--- config.mk ---
export PLATFORM = sky130hd
export DESIGN_NAME = serial_alu_seq
export DESIGN_NICKNAME = d
export VERILOG_FILES = /design/src/rtl/serial_alu_seq_pkg.sv /design/src/rtl/serial_alu_seq_bit_op.sv /design/src/rtl/serial_alu_seq.sv
export SDC_FILE = /design/constraint.sdc
export NUM_CORES = 1
export LEC_CHECK = 0
export ABC_AREA = 0
export BUFFER_PORTS_ARGS = -buffer_cell sky130_fd_sc_hd__buf_4
export CAP_MARGIN = 20
export CORE_MARGIN = 1.5
export CORE_UTILIZATION = 33
export CTS_CLUSTER_SIZE = 20
export DETAILED_ROUTE_END_ITERATION = 12
export PLACE_DENSITY_LB_ADDON = 0.2
export SYNTH_ARGS = -nofsm -noshare
export SYNTH_HDL_FRONTEND = slang
export SYNTH_SLANG_ARGS = --single-unit
--- constraint.sdc ---
create_clock -name clk -period 3 [get_ports clk]
set_input_delay 0.9 -clock clk [delete_from_list [all_inputs] [get_ports clk]]
set_output_delay 0.9 -clock clk [all_outputs]
set_load 0.01 [all_outputs]
--- src/rtl/serial_alu_seq_pkg.sv ---
// Shared encodings for the bit-serial ALU sequencer.
// Contents: ALU op codes and the sequencer FSM state type.
// No logic; imported by serial_bit_op and serial_alu_seq.
package serial_alu_seq_pkg;

  localparam logic [1:0] OP_AND = 2'b00;
  localparam logic [1:0] OP_OR  = 2'b01;
  localparam logic [1:0] OP_ADD = 2'b10;
  localparam logic [1:0] OP_SLT = 2'b11;

  typedef enum logic [1:0] {
    ST_IDLE = 2'b00,
    ST_RUN  = 2'b01,
    ST_DONE = 2'b10
  } state_t;

endpackage

--- src/rtl/serial_alu_seq_bit_op.sv ---
// Single-bit ALU slice: AND / OR / full-add of one (already inverted) bit pair.
// Latency: purely combinational. Backpressure: none.
// Ports: ak/bk effective operand bits, carry in, op -> res bit, carry_next.
module serial_bit_op
  import serial_alu_seq_pkg::*;
(
  input  logic       ak,
  input  logic       bk,
  input  logic       carry,
  input  logic [1:0] op,
  output logic       res,
  output logic       carry_next
);

  always_comb begin
    res        = 1'b0;
    carry_next = 1'b0;  // logic ops keep the carry chain parked at 0
    case (op)
      OP_AND:  res = ak & bk;
      OP_OR:   res = ak | bk;
      default: begin  // ADD and SLT both run a full adder
        res        = ak ^ bk ^ carry;
        carry_next = (ak & bk) | (ak & carry) | (bk & carry);
      end
    endcase
  end

endmodule

--- src/rtl/serial_alu_seq.sv ---
// Bit-serial WIDTH-bit ALU sequencer: one bit pair per clock, LSB first, registered carry.
// Latency: out_valid rises exactly WIDTH clocks after the accept edge.
// Backpressure: in_ready only in IDLE; result/flags held in DONE until out_ready.
// Ports: clk, rst_n; in_valid/in_ready with a, b, op, ainvert, binvert;
//        out_valid/out_ready with result, zero, cout, ovf.
module serial_alu_seq
  import serial_alu_seq_pkg::*;
#(
  parameter int WIDTH = 8
) (
  input  logic             clk,
  input  logic             rst_n,
  input  logic             in_valid,
  output logic             in_ready,
  input  logic [WIDTH-1:0] a,
  input  logic [WIDTH-1:0] b,
  input  logic [1:0]       op,
  input  logic             ainvert,
  input  logic             binvert,
  output logic             out_valid,
  input  logic             out_ready,
  output logic [WIDTH-1:0] result,
  output logic             zero,
  output logic             cout,
  output logic             ovf
);

  localparam int             CW   = $clog2(WIDTH);
  localparam logic [CW-1:0]  LAST = CW'(WIDTH - 1);

  state_t           state, state_nxt;
  logic [CW-1:0]    cnt;
  logic             carry;
  logic [WIDTH-1:0] a_sh, b_sh, res_sh;
  logic [1:0]       op_r;
  logic             ainv_r, binv_r;

  logic             ak_eff, bk_eff, bit_res, carry_nxt, less;
  logic [WIDTH-1:0] res_shifted, final_res;

  assign in_ready  = (state == ST_IDLE);
  assign out_valid = (state == ST_DONE);

  // SLT is always A - B regardless of the invert controls.
  always_comb begin
    ak_eff = a_sh[0] ^ ainv_r;
    bk_eff = b_sh[0] ^ binv_r;
    if (op_r == OP_SLT) begin
      ak_eff = a_sh[0];
      bk_eff = ~b_sh[0];
    end
  end

  serial_bit_op u_bit_op (
    .ak         (ak_eff),
    .bk         (bk_eff),
    .carry      (carry),
    .op         (op_r),
    .res        (bit_res),
    .carry_next (carry_nxt)
  );

  // New bit enters at the MSB; after WIDTH shifts bit 0 lands at [0].
  assign res_shifted = {bit_res, res_sh[WIDTH-1:1]};
  // Sign of the true difference: MSB of the sum corrected by MSB overflow.
  assign less        = bit_res ^ (carry ^ carry_nxt);
  assign final_res   = (op_r == OP_SLT) ? {{(WIDTH-1){1'b0}}, less} : res_shifted;

  always_ff @(posedge clk or negedge rst_n) begin
    if (!rst_n) state <= ST_IDLE;
    else        state <= state_nxt;
  end

  always_comb begin
    state_nxt = state;
    case (state)
      ST_IDLE: if (in_valid)      state_nxt = ST_RUN;
      ST_RUN:  if (cnt == LAST)   state_nxt = ST_DONE;
      ST_DONE: if (out_ready)     state_nxt = ST_IDLE;
      default:                    state_nxt = ST_IDLE;
    endcase
  end

  always_ff @(posedge clk or negedge rst_n) begin
    if (!rst_n) begin
      cnt    <= '0;
      carry  <= 1'b0;
      a_sh   <= '0;
      b_sh   <= '0;
      res_sh <= '0;
      op_r   <= OP_AND;
      ainv_r <= 1'b0;
      binv_r <= 1'b0;
      result <= '0;
      zero   <= 1'b0;
      cout   <= 1'b0;
      ovf    <= 1'b0;
    end else if (in_valid && in_ready) begin
      a_sh   <= a;
      b_sh   <= b;
      res_sh <= '0;
      op_r   <= op;
      ainv_r <= ainvert;
      binv_r <= binvert;
      cnt    <= '0;
      carry  <= (op == OP_SLT) || ((op == OP_ADD) && binvert);
    end else if (state == ST_RUN) begin
      a_sh   <= a_sh >> 1;
      b_sh   <= b_sh >> 1;
      res_sh <= res_shifted;
      carry  <= carry_nxt;
      if (cnt == LAST) begin
        // Output registers only change here, so they stay put through DONE and IDLE.
        result <= final_res;
        zero   <= (final_res == '0);
        cout   <= op_r[1] & carry_nxt;
        ovf    <= (op_r == OP_ADD) & (carry ^ carry_nxt);
      end else begin
        cnt <= cnt + 1'b1;
      end
    end
  end

endmodule

=== Word-level counts from Yosys, hierarchy flattened ===
Cells that the tools add are included.

* Bits in registers: 45

* $add $sub $neg: 1
* Equality and inequality tests: 12
* Multiplexer cells: 20
* Bitwise logic cells: 16
* Reductions and logical operators: 11

{| class="wikitable"
|+ Operator list
! cell !! number
|-
| 2-to-1 mux 8 bit || 7
|-
| == test 2 bit, second input constant || 5
|-
| 2-to-1 mux 3 bit || 3
|-
| zero test 8 bit || 1
|-
| 2-to-1 mux 2 bit || 3
|-
| case mux 2 bit (3 select lines) || 1
|-
| AND reduction 3 bit || 2
|-
| XOR 1 bit || 6
|-
| AND 1 bit || 5
|-
| 2-to-1 mux 1 bit || 5
|-
| == test 2 x 1 -> 1 bit, second input constant || 2
|-
| zero test 2 bit || 2
|-
| != test 2 x 1 -> 1 bit, second input constant || 2
|-
| != test 2 bit, second input constant || 2
|-
| adder 3 x 1 -> 3 bit, second input constant || 1
|-
| == test 3 bit, second input constant || 1
|-
| OR 1 bit || 3
|-
| logical AND 1 bit || 2
|-
| NOT 1 bit || 2
|-
| case mux 1 bit (2 select lines) || 1
|-
| AND reduction 2 bit || 1
|-
| nonzero test 2 bit || 1
|-
| OR reduction 2 bit || 1
|-
| logical OR 1 bit || 1
|}

=== Depth between registers and ports, before layout ===
Gate-level depths: netlist (run 1).

* Depth in word-level cells: 10
* Depth in mapped cells: 10

=== Cells and area by module ===
Synthesis (run 1) repeated with hierarchy kept, for this count alone.

* Cell total of the unflattened synthesis: 198
* Area, all modules: 1984.4 um2

{| class="wikitable"
|+ Modules (own cells, without submodules)
! module !! instances !! cells an instance !! area each (um2) !! seq. area each (um2)
|-
| serial_alu_seq || 1 || 187 || 1896.8 || 1101.1
|-
| serial_bit_op || 1 || 11 || 87.6 || 0.0
|}

=== Least setup slack after synthesis (run 1) ===
No wires, ideal clock.

* Path type: reg2reg
* Start point: reg op_r[1]
* End point: reg zero
* Setup time: 0.122 ns
* Arrival time: 1.931 ns
* Required time: 2.878 ns
* Slack: 0.947 ns
* Stages on the path, launching flop included: 11
* Clock period less this slack: 2.053 ns
* Cells stage by stage: dfrtp_1 > buf_6 > nand2_1 > nand2_1 > xor2_1 > ha_1 > xor2_1 > nor4_1 > o21ai_0 > nand2_1 > a32o_1

* Longest elaborated chain between the ends: 10
* Elaborated cells on any way between the ends: 20
* Those cells by class: eq/ne (2); mux (5); bitwise (10); reduce/logical (3)

{| class="wikitable"
|+ RTL lines
! element !! line !! source
|-
| from (decl) || serial_alu_seq.sv:35 || <nowiki>logic [1:0] op_r;</nowiki>
|-
| from (signal assigned) || serial_alu_seq.sv:102 || <nowiki>op_r <= op;</nowiki>
|-
| == test 2 bit || serial_alu_seq.sv:48, serial_alu_seq.sv:67 ||
|-
| 2-to-1 mux 1 bit || serial_alu_seq.sv:48 || <nowiki>if (op_r == OP_SLT) begin</nowiki>
|-
| AND 1 bit (on tied branches) || serial_alu_seq_bit_op.sv:19, serial_alu_seq_bit_op.sv:23 ||
|-
| OR 1 bit (2 in a row) || serial_alu_seq_bit_op.sv:23 || <nowiki>carry_next = (ak & bk) | (ak & carry) | (bk & carry);</nowiki>
|-
| 2-to-1 mux 1 bit || serial_alu_seq_bit_op.sv:18 || <nowiki>case (op)</nowiki>
|-
| XOR 1 bit (2 in a row) || serial_alu_seq.sv:66 || <nowiki>assign less = bit_res ^ (carry ^ carry_nxt);</nowiki>
|-
| 2-to-1 mux 8 bit (*) || serial_alu_seq.sv:67 || <nowiki>assign final_res = (op_r == OP_SLT) ? {{(WIDTH-1){1'b0}}, less} : res_shifted;</nowiki>
|-
| zero test 8 bit (*) || serial_alu_seq.sv:115 || <nowiki>zero <= (final_res == '0);</nowiki>
|-
| to (signal assigned) || serial_alu_seq.sv:115 ||
|-
| to (decl) || serial_alu_seq.sv:23 || <nowiki>output logic zero,</nowiki>
|}

Every way passes the cells marked *; elsewhere a longest branch is shown, timed or not.
A chain may end at the register's enable or synchronous reset.

=== Worst setup path in the final report (run 1) ===
Ends and elaborated chain as after synthesis.

==> impl_metrics.ini, run 1 <==
[setup_path]
timing.critical_path.cells = nand2_1 -> nand2_1 -> xor2_1 -> ha_1 -> xor2_1 -> nor4_1 -> o21ai_0 -> nand2_1 -> a32o_1
crit_path_end_kind = register
r2r_setup_slack_ns = 0.71
timing.critical_path.fanout_max = 11
critical_path.reg2reg.startpoint = op_r[1]
path_common_cell = sky130_fd_sc_hd__nand2_1
critical-path-top-delay-family = simple AND/OR/NAND/NOR gates
required_ns = 3.18
worstRegToRegCells = 9
critical_path.n_buffers_inverters = 0
cp.arrival_ns = 2.47
regToRegEndpoint = zero
critical-path-slowest-cell = sky130_fd_sc_hd__dfrtp_1
slowest_delay_ns = 0.48
startpoint_type = register
crit_type = reg2reg

[die]
die-area_sq_mm = 0.006838
placeableCoreArea_sq_mm = 0.006026
initial_utilization_pct = 34.78
placement_rows = 28
vert_die_dim_microns = 82.69
die_width_microns = 82.69
num_io_pins = 37

[sta]
hold_ws_ns = 0.4793
setup-violations-final = 0
final-max-slew-violation-count = 0
max_freq_ghz = 0.4374
clock_skew_ns = 0.005865
final_period_minus_worst_setup_slack_ns = 2.286
setup_total_negative_slack_ns = 0
grt_setup_unrepaired = no
final_critical_path_share_of_the_clock_period_pct = 76.21
timing_worst_slew_pin_value_ns = 0.6248
report.final.hold_viol_count = 0
slew_headroom_pct = 58.25

[power_and_ir_drop]
power.static_leakage_nw = 1.242
highest_ir_drop_seen_on_vdd_uv = 499.1
cellPowerDensity_mw_per_mm2 = 1039

[hold_path]
hold_start = a_sh[2]
min_delay_worst_endpoint = a_sh[2]
hold-path-cell-count = 2
holdCritPathClass = reg2reg

[synthesis]
synthCells = 230
synth_top_family_by_area = simple AND/OR/NAND/NOR gates
synth.yosys.seq_area_share_pct = 52.54
synth_simple_gate_area_share_pct = 20.78
synth-xor-area-share_pct = 2.507
post_synth_fa_ha_maj_area_fraction_pct = 1.791
synthesis.area_sq_mm = 0.002096
yosys_warnings = 0
synth_nets = 257
post_synth_mux_area_share_pct = 1.015
synth_compound_area_share_pct = 17.43
postSynthRegisterBits = 44
synth_cell_types = 38
post_synth.cell_area_avg_sq_um = 9.112

[place]
gp_congestion = 0.8399
placedInstanceArea_sq_mm = 0.002411
numPortBuffers = 36
detailedPlacementHpwl_mm = 3.034

[cells_and_area]
most-common-layout-cells = sky130_fd_sc_hd__nand2_1, sky130_fd_sc_hd__dfrtp_1, sky130_fd_sc_hd__buf_4
nets = 289
syn_to_layout_area_delta_pct = 20.18
final_common_cell = sky130_fd_sc_hd__nand2_1
antennaDiodeCount = 0
layout_cell_area_excl_fill_sq_mm = 0.002519
final_layout_size_suffix_gt1_share_pct = 20.15

[cts]
tritoncts = built
insertion_delay_ns = 0.29
clock_tree.root_cell = sky130_fd_sc_hd__clkbuf_8
number_of_buffers_added_by_the_clock_tree_synthesis_step = 5
clk_pin_slew_worst_paths_ns = 0.08
cts_resized = 0
hold_buffers = 0
cts-root-to-sink-buffers = 2
cts_setup_buffers = 0
clock_sinks = 44
cts-htree-levels = 2

[global_route]
gr-total-overflow = 0
grt_antenna_before_repair = 0
first_global_vias = 1439
grt_first_pass_wirelength_mm = 7.113
largest_net_degree_at_the_start_of_global_routing = 45
groute.usage.overall_pct = 13.96

[routing]
detail_route.vias_per_cell = 4.917
routed_wl_mm = 4.451
first_pass_iters = 4
wire_per_inst_microns = 13.17
drt_iter0_markers = 104
antenna_violating_nets_post_route = 0
remaining_drc_errors = 0
num_vias = 1662

[run]
max-cap-violations = 0

[outcome]
status = complete, no violations
[metrics by stage]
stage / setup slack (ns) / util [%] / power (mW) / std cells
after floorplan: 0.9470 / - / 1.870 / 230
after global placement: 0.7923 / 40.01 / 2.177 / 330
after detailed placement: 0.7278 / 40.01 / 2.195 / 330
after CTS: 0.7117 / 41.80 / 2.648 / 338
after global routing: 0.4888 / 41.80 / 2.858 / 338
final: 0.7138 / 41.80 / 2.617 / 338
[worst max path at each step]
| stage | end | slack [ns] | cells after the start | from |
|---|---|---|---|---|
| 6_report | zero | 0.71 | 9 | op_r[1] |
| 5_1_grt | zero | 0.49 | 9 | op_r[1] |
| 4_1_cts | zero | 0.71 | 9 | op_r[1] |
| 3_5_place_dp | zero | 0.73 | 9 | op_r[1] |
| 3_3_place_gp | zero | 0.79 | 9 | op_r[1] |
| 2_1_floorplan | zero | 0.95 | 10 | op_r[1] |
[cell families after synthesis]
logic type      after synthesis
mux                           2
fa+ha+maj                     3
flops                        44
compound gates               57
simple gates                101
xor+xnor                      6
buf+inv                      17
[state kept, by name, indices dropped and copies added (netlist names)]
register  flops
cout          1
carry         1
ainv_r        1
binv_r        1
a_sh          8
b_sh          8
state         2
ovf           1
op_r          2
zero          1
cnt           3
res_sh        7
result        8
[synthesized netlist by cell type (all sizes together)]
library cell / number / area [sq um]
a21oi: 10 / 53.80
a22oi: 14 / 105.1
a31oi: 2 / 12.51
a32o: 1 / 10.01
and2: 1 / 6.260
and2b: 2 / 17.52
and3: 1 / 6.260
and4b: 1 / 10.01
buf: 4 / 32.53
clkbuf: 10 / 38.78
dfrtp: 44 / 1101
ha: 3 / 37.54
inv: 3 / 11.26
mux2: 1 / 11.26
mux2i: 1 / 10.01
nand2: 77 / 289.0
nand2b: 2 / 12.51
nand3: 4 / 20.02
nand4b: 1 / 8.760
nor2: 6 / 22.52
nor2b: 1 / 6.260
nor4: 2 / 12.51
o211a: 1 / 10.01
o211ai: 1 / 12.51
o21a: 1 / 7.510
o21ai: 25 / 128.9
o41ai: 2 / 25.03
or2b: 1 / 7.510
or3b: 1 / 8.760
or4: 1 / 7.510
xnor2: 1 / 8.760
xor2: 5 / 43.79
[metal layers]
metal	vias to the layer above	GRT usage [%]	part of all wire, %
met2	40	19.51	43
li1	842	-	-
met1	776	21.36	51
met3	4	3.077	4.8
met5	-	0	0
met4	0	4.000	0.99
[layout make-up]
cell class                      count  area, sq um
Clock inverter                      2        35.03
Tap cell                           75        93.84
Sequential cell                    44         1101
Inverter                            3        11.26
Clock buffer                        6        72.57
Fill cell                         597         3507
Timing Repair Buffer               39        292.8
Multi-Input combinational cell    169        912.1
[power by group]
group          internal, mW  switching [mW]
Clock                 0.247           0.197
Combinational         0.480           0.621
Sequential            0.842           0.230
[worst min-delay path, delay by kind of cell, from the launching register on]
kind / cells / cell delay, ns
flip-flops: 1 / 0.34
AND/OR/NAND/NOR: 2 / 0.11
No activity file was read; power rests on OpenSTA's default activity.
==> inputs of run 2 (changes only) <==
- ABC_AREA: 0 -> 1
- clock period: 3 -> 2.15 ns (I/O delays scaled with it)
==> run 2 against run 1 <==
Net effect:
- cell count up 8.3%
- critical path depth up 4
- via count up 4.2%
- critical path type unchanged
- largest cell class unchanged
- critical endpoint unchanged
- highest routed layer unchanged
==> impl_metrics.ini, run 2 <==
[outcome]
status = complete, no violations

[cts]
cts_setup_buffers = 0
insertion_delay_ns = 0.29
cts-htree-levels = 2
cts-root-to-sink-buffers = 2
clock_tree.root_cell = sky130_fd_sc_hd__clkbuf_8
tritoncts = built
clock_sinks = 44
hold_buffers = 0
cts_resized = 0
number_of_buffers_added_by_the_clock_tree_synthesis_step = 5
clk_pin_slew_worst_paths_ns = 0.08

[synthesis]
synth.cells.most_frequent = sky130_fd_sc_hd__nand2_1, sky130_fd_sc_hd__dfrtp_1, sky130_fd_sc_hd__inv_1, sky130_fd_sc_hd__nand3_1
synthTopCellsByArea = sky130_fd_sc_hd__dfrtp_1, sky130_fd_sc_hd__nand2_1, sky130_fd_sc_hd__nand3_1, sky130_fd_sc_hd__inv_1, sky130_fd_sc_hd__o22ai_1
synthesis.area_sq_mm = 0.002116
synth.yosys.seq_area_share_pct = 52.04
synth_nets = 277
post-synth-top-count-cell = sky130_fd_sc_hd__nand2_1
yosys_warnings = 0
synth-async-reset-ratio_pct = 100.0
synthDominantAreaCellType = sky130_fd_sc_hd__dfrtp_1
synthCells = 250
synth_cell_types = 31
postSynthRegisterBits = 44
yosys_most_used_dff = sky130_fd_sc_hd__dfrtp_1
post_synth.cell_area_avg_sq_um = 8.463
synth_top_cell_area_share_pct = 52.04
synth_enable_flop_cells = 0

[place]
numPortBuffers = 36
dpl_worst_slack_ns = 0.2402
detailedPlacementHpwl_mm = 3.100
gp_congestion = 0.8335
placedInstanceArea_sq_mm = 0.002471

[setup_path]
required_ns = 2.35
worstRegToRegCells = 13
crit_type = reg2reg
cp.arrival_ns = 2.10
crit_path_end_kind = register
timing.critical_path.fanout_max = 12
startpoint_type = register

[cells_and_area]
final_common_cell = sky130_fd_sc_hd__nand2_1
layout_top_registers = a_sh: 8 flops, b_sh: 8 flops, result: 8 flops
most-common-layout-cells = sky130_fd_sc_hd__nand2_1, sky130_fd_sc_hd__dfrtp_1, sky130_fd_sc_hd__buf_4
nets = 317
antennaDiodeCount = 0
fillerInstances = 622
layout_cell_area_excl_fill_sq_mm = 0.002565
syn_to_layout_area_delta_pct = 21.23
final_layout_size_suffix_gt1_share_pct = 23.02

[global_route]
grt_antenna_before_repair = 0
gr-total-overflow = 0
largest_net_degree_at_the_start_of_global_routing = 45
groute.usage.overall_pct = 14.19
grt_first_pass_wirelength_mm = 8.038
first_global_vias = 1782

[die]
die-area_sq_mm = 0.006901
vert_die_dim_microns = 83.07
placement_rows = 28
initial_utilization_pct = 34.91
placeableCoreArea_sq_mm = 0.006061
num_io_pins = 37
die_width_microns = 83.07

[power_and_ir_drop]
total_power_mw = 3.760
highest_ir_drop_seen_on_vdd_uv = 494.3
power.static_leakage_nw = 1.316
cellPowerDensity_mw_per_mm2 = 1466

[routing]
detail_route.vias_per_cell = 4.732
antenna_violating_nets_post_route = 0
remaining_drc_errors = 0
route.top_layer_used = met4
met2WireLength_mm = 1.973
wire_per_inst_microns = 11.89
first_pass_iters = 4
routed_wl_mm = 4.350
num_vias = 1732
drt-met1-wl_mm = 2.166
drt_iter0_markers = 111
routed-wl-met3_microns = 148

[sta]
final_critical_path_share_of_the_clock_period_pct = 88.65
setup_total_negative_slack_ns = 0
timing_worst_slew_pin_value_ns = 0.5663
post-route-worst-setup-slack_ns = 0.2440
setup-violations-final = 0
grt_setup_unrepaired = no
report.final.hold_viol_count = 0
clock_skew_ns = 0.005774
final-max-slew-violation-count = 0
max_freq_ghz = 0.5247
hold_ws_ns = 0.3331
final_period_minus_worst_setup_slack_ns = 1.906
slew_headroom_pct = 62.25

[run]
max-cap-violations = 0

[hold_path]
holdCritPathClass = in2async
-- run 2: layout make-up --
cell class	count	area (sq um)	area share [%]
Clock inverter	1	7.507	0.2927
Sequential cell	44	1101	42.93
Inverter	29	110.1	4.293
Clock buffer	7	86.33	3.366
Timing Repair Buffer	42	315.3	12.29
Multi-Input combinational cell	168	850.8	33.17
Tap cell	75	93.84	3.659
-- run 2: metrics by stage --
step / std cells / utilization, %
after floorplan: 250 / -
after global placement: 358 / 40.77
after detailed placement: 358 / 40.77
after CTS: 366 / 42.32
after global routing: 366 / 42.32
final: 366 / 42.32
-- run 2: worst max-delay path: stages, from the launching register on --
cell and delay, ns:
sky130_fd_sc_hd__dfrtp_1 0.44, sky130_fd_sc_hd__nand2_4 0.16, sky130_fd_sc_hd__clkinv_2 0.07, sky130_fd_sc_hd__nand2_1 0.07, sky130_fd_sc_hd__nand2_2 0.06, sky130_fd_sc_hd__ha_1 0.31
sky130_fd_sc_hd__nand2_1 0.09, sky130_fd_sc_hd__inv_1 0.04, sky130_fd_sc_hd__o21ai_0 0.17, sky130_fd_sc_hd__nand2_2 0.11, sky130_fd_sc_hd__nor2_2 0.11, sky130_fd_sc_hd__nor2_1 0.05
sky130_fd_sc_hd__nand3_1 0.07, sky130_fd_sc_hd__nand2_1 0.04
-- run 2: cells by family after synthesis --
group,after synthesis,share of synthesized area (%)
flops,44,52.04
compound gates,35,10.70
fa+ha+maj,3,1.774
xor+xnor,1,0.4140
simple gates,129,27.32
buf+inv,38,7.747
-- run 2: worst paths after layout --
path,start,endpoint,slack [ns]
worst max-delay path,op_r[0],zero,0.24
worst min-delay path,rst_n,cout,0.33
worst max register to register,op_r[0],zero,0.24
worst min register to register,b_sh[2],b_sh[2],0.49
max in group asynchronous,rst_n,result[2],1.42
min in group clk,b_sh[2],b_sh[2],0.49
-- run 2: where the power goes --
group	total (mW)	switching (mW)	internal, mW
sequential	1.40	0.208	1.19
combinational	1.82	1.09	0.732
clock	0.541	0.280	0.261
-- run 2: routing by layer --
metal  track usage, %  vias up
met5                0        -
met4            5.000        0
met3            2.783        8
met2            22.84       32
met1            19.06      802
li1                 -      890
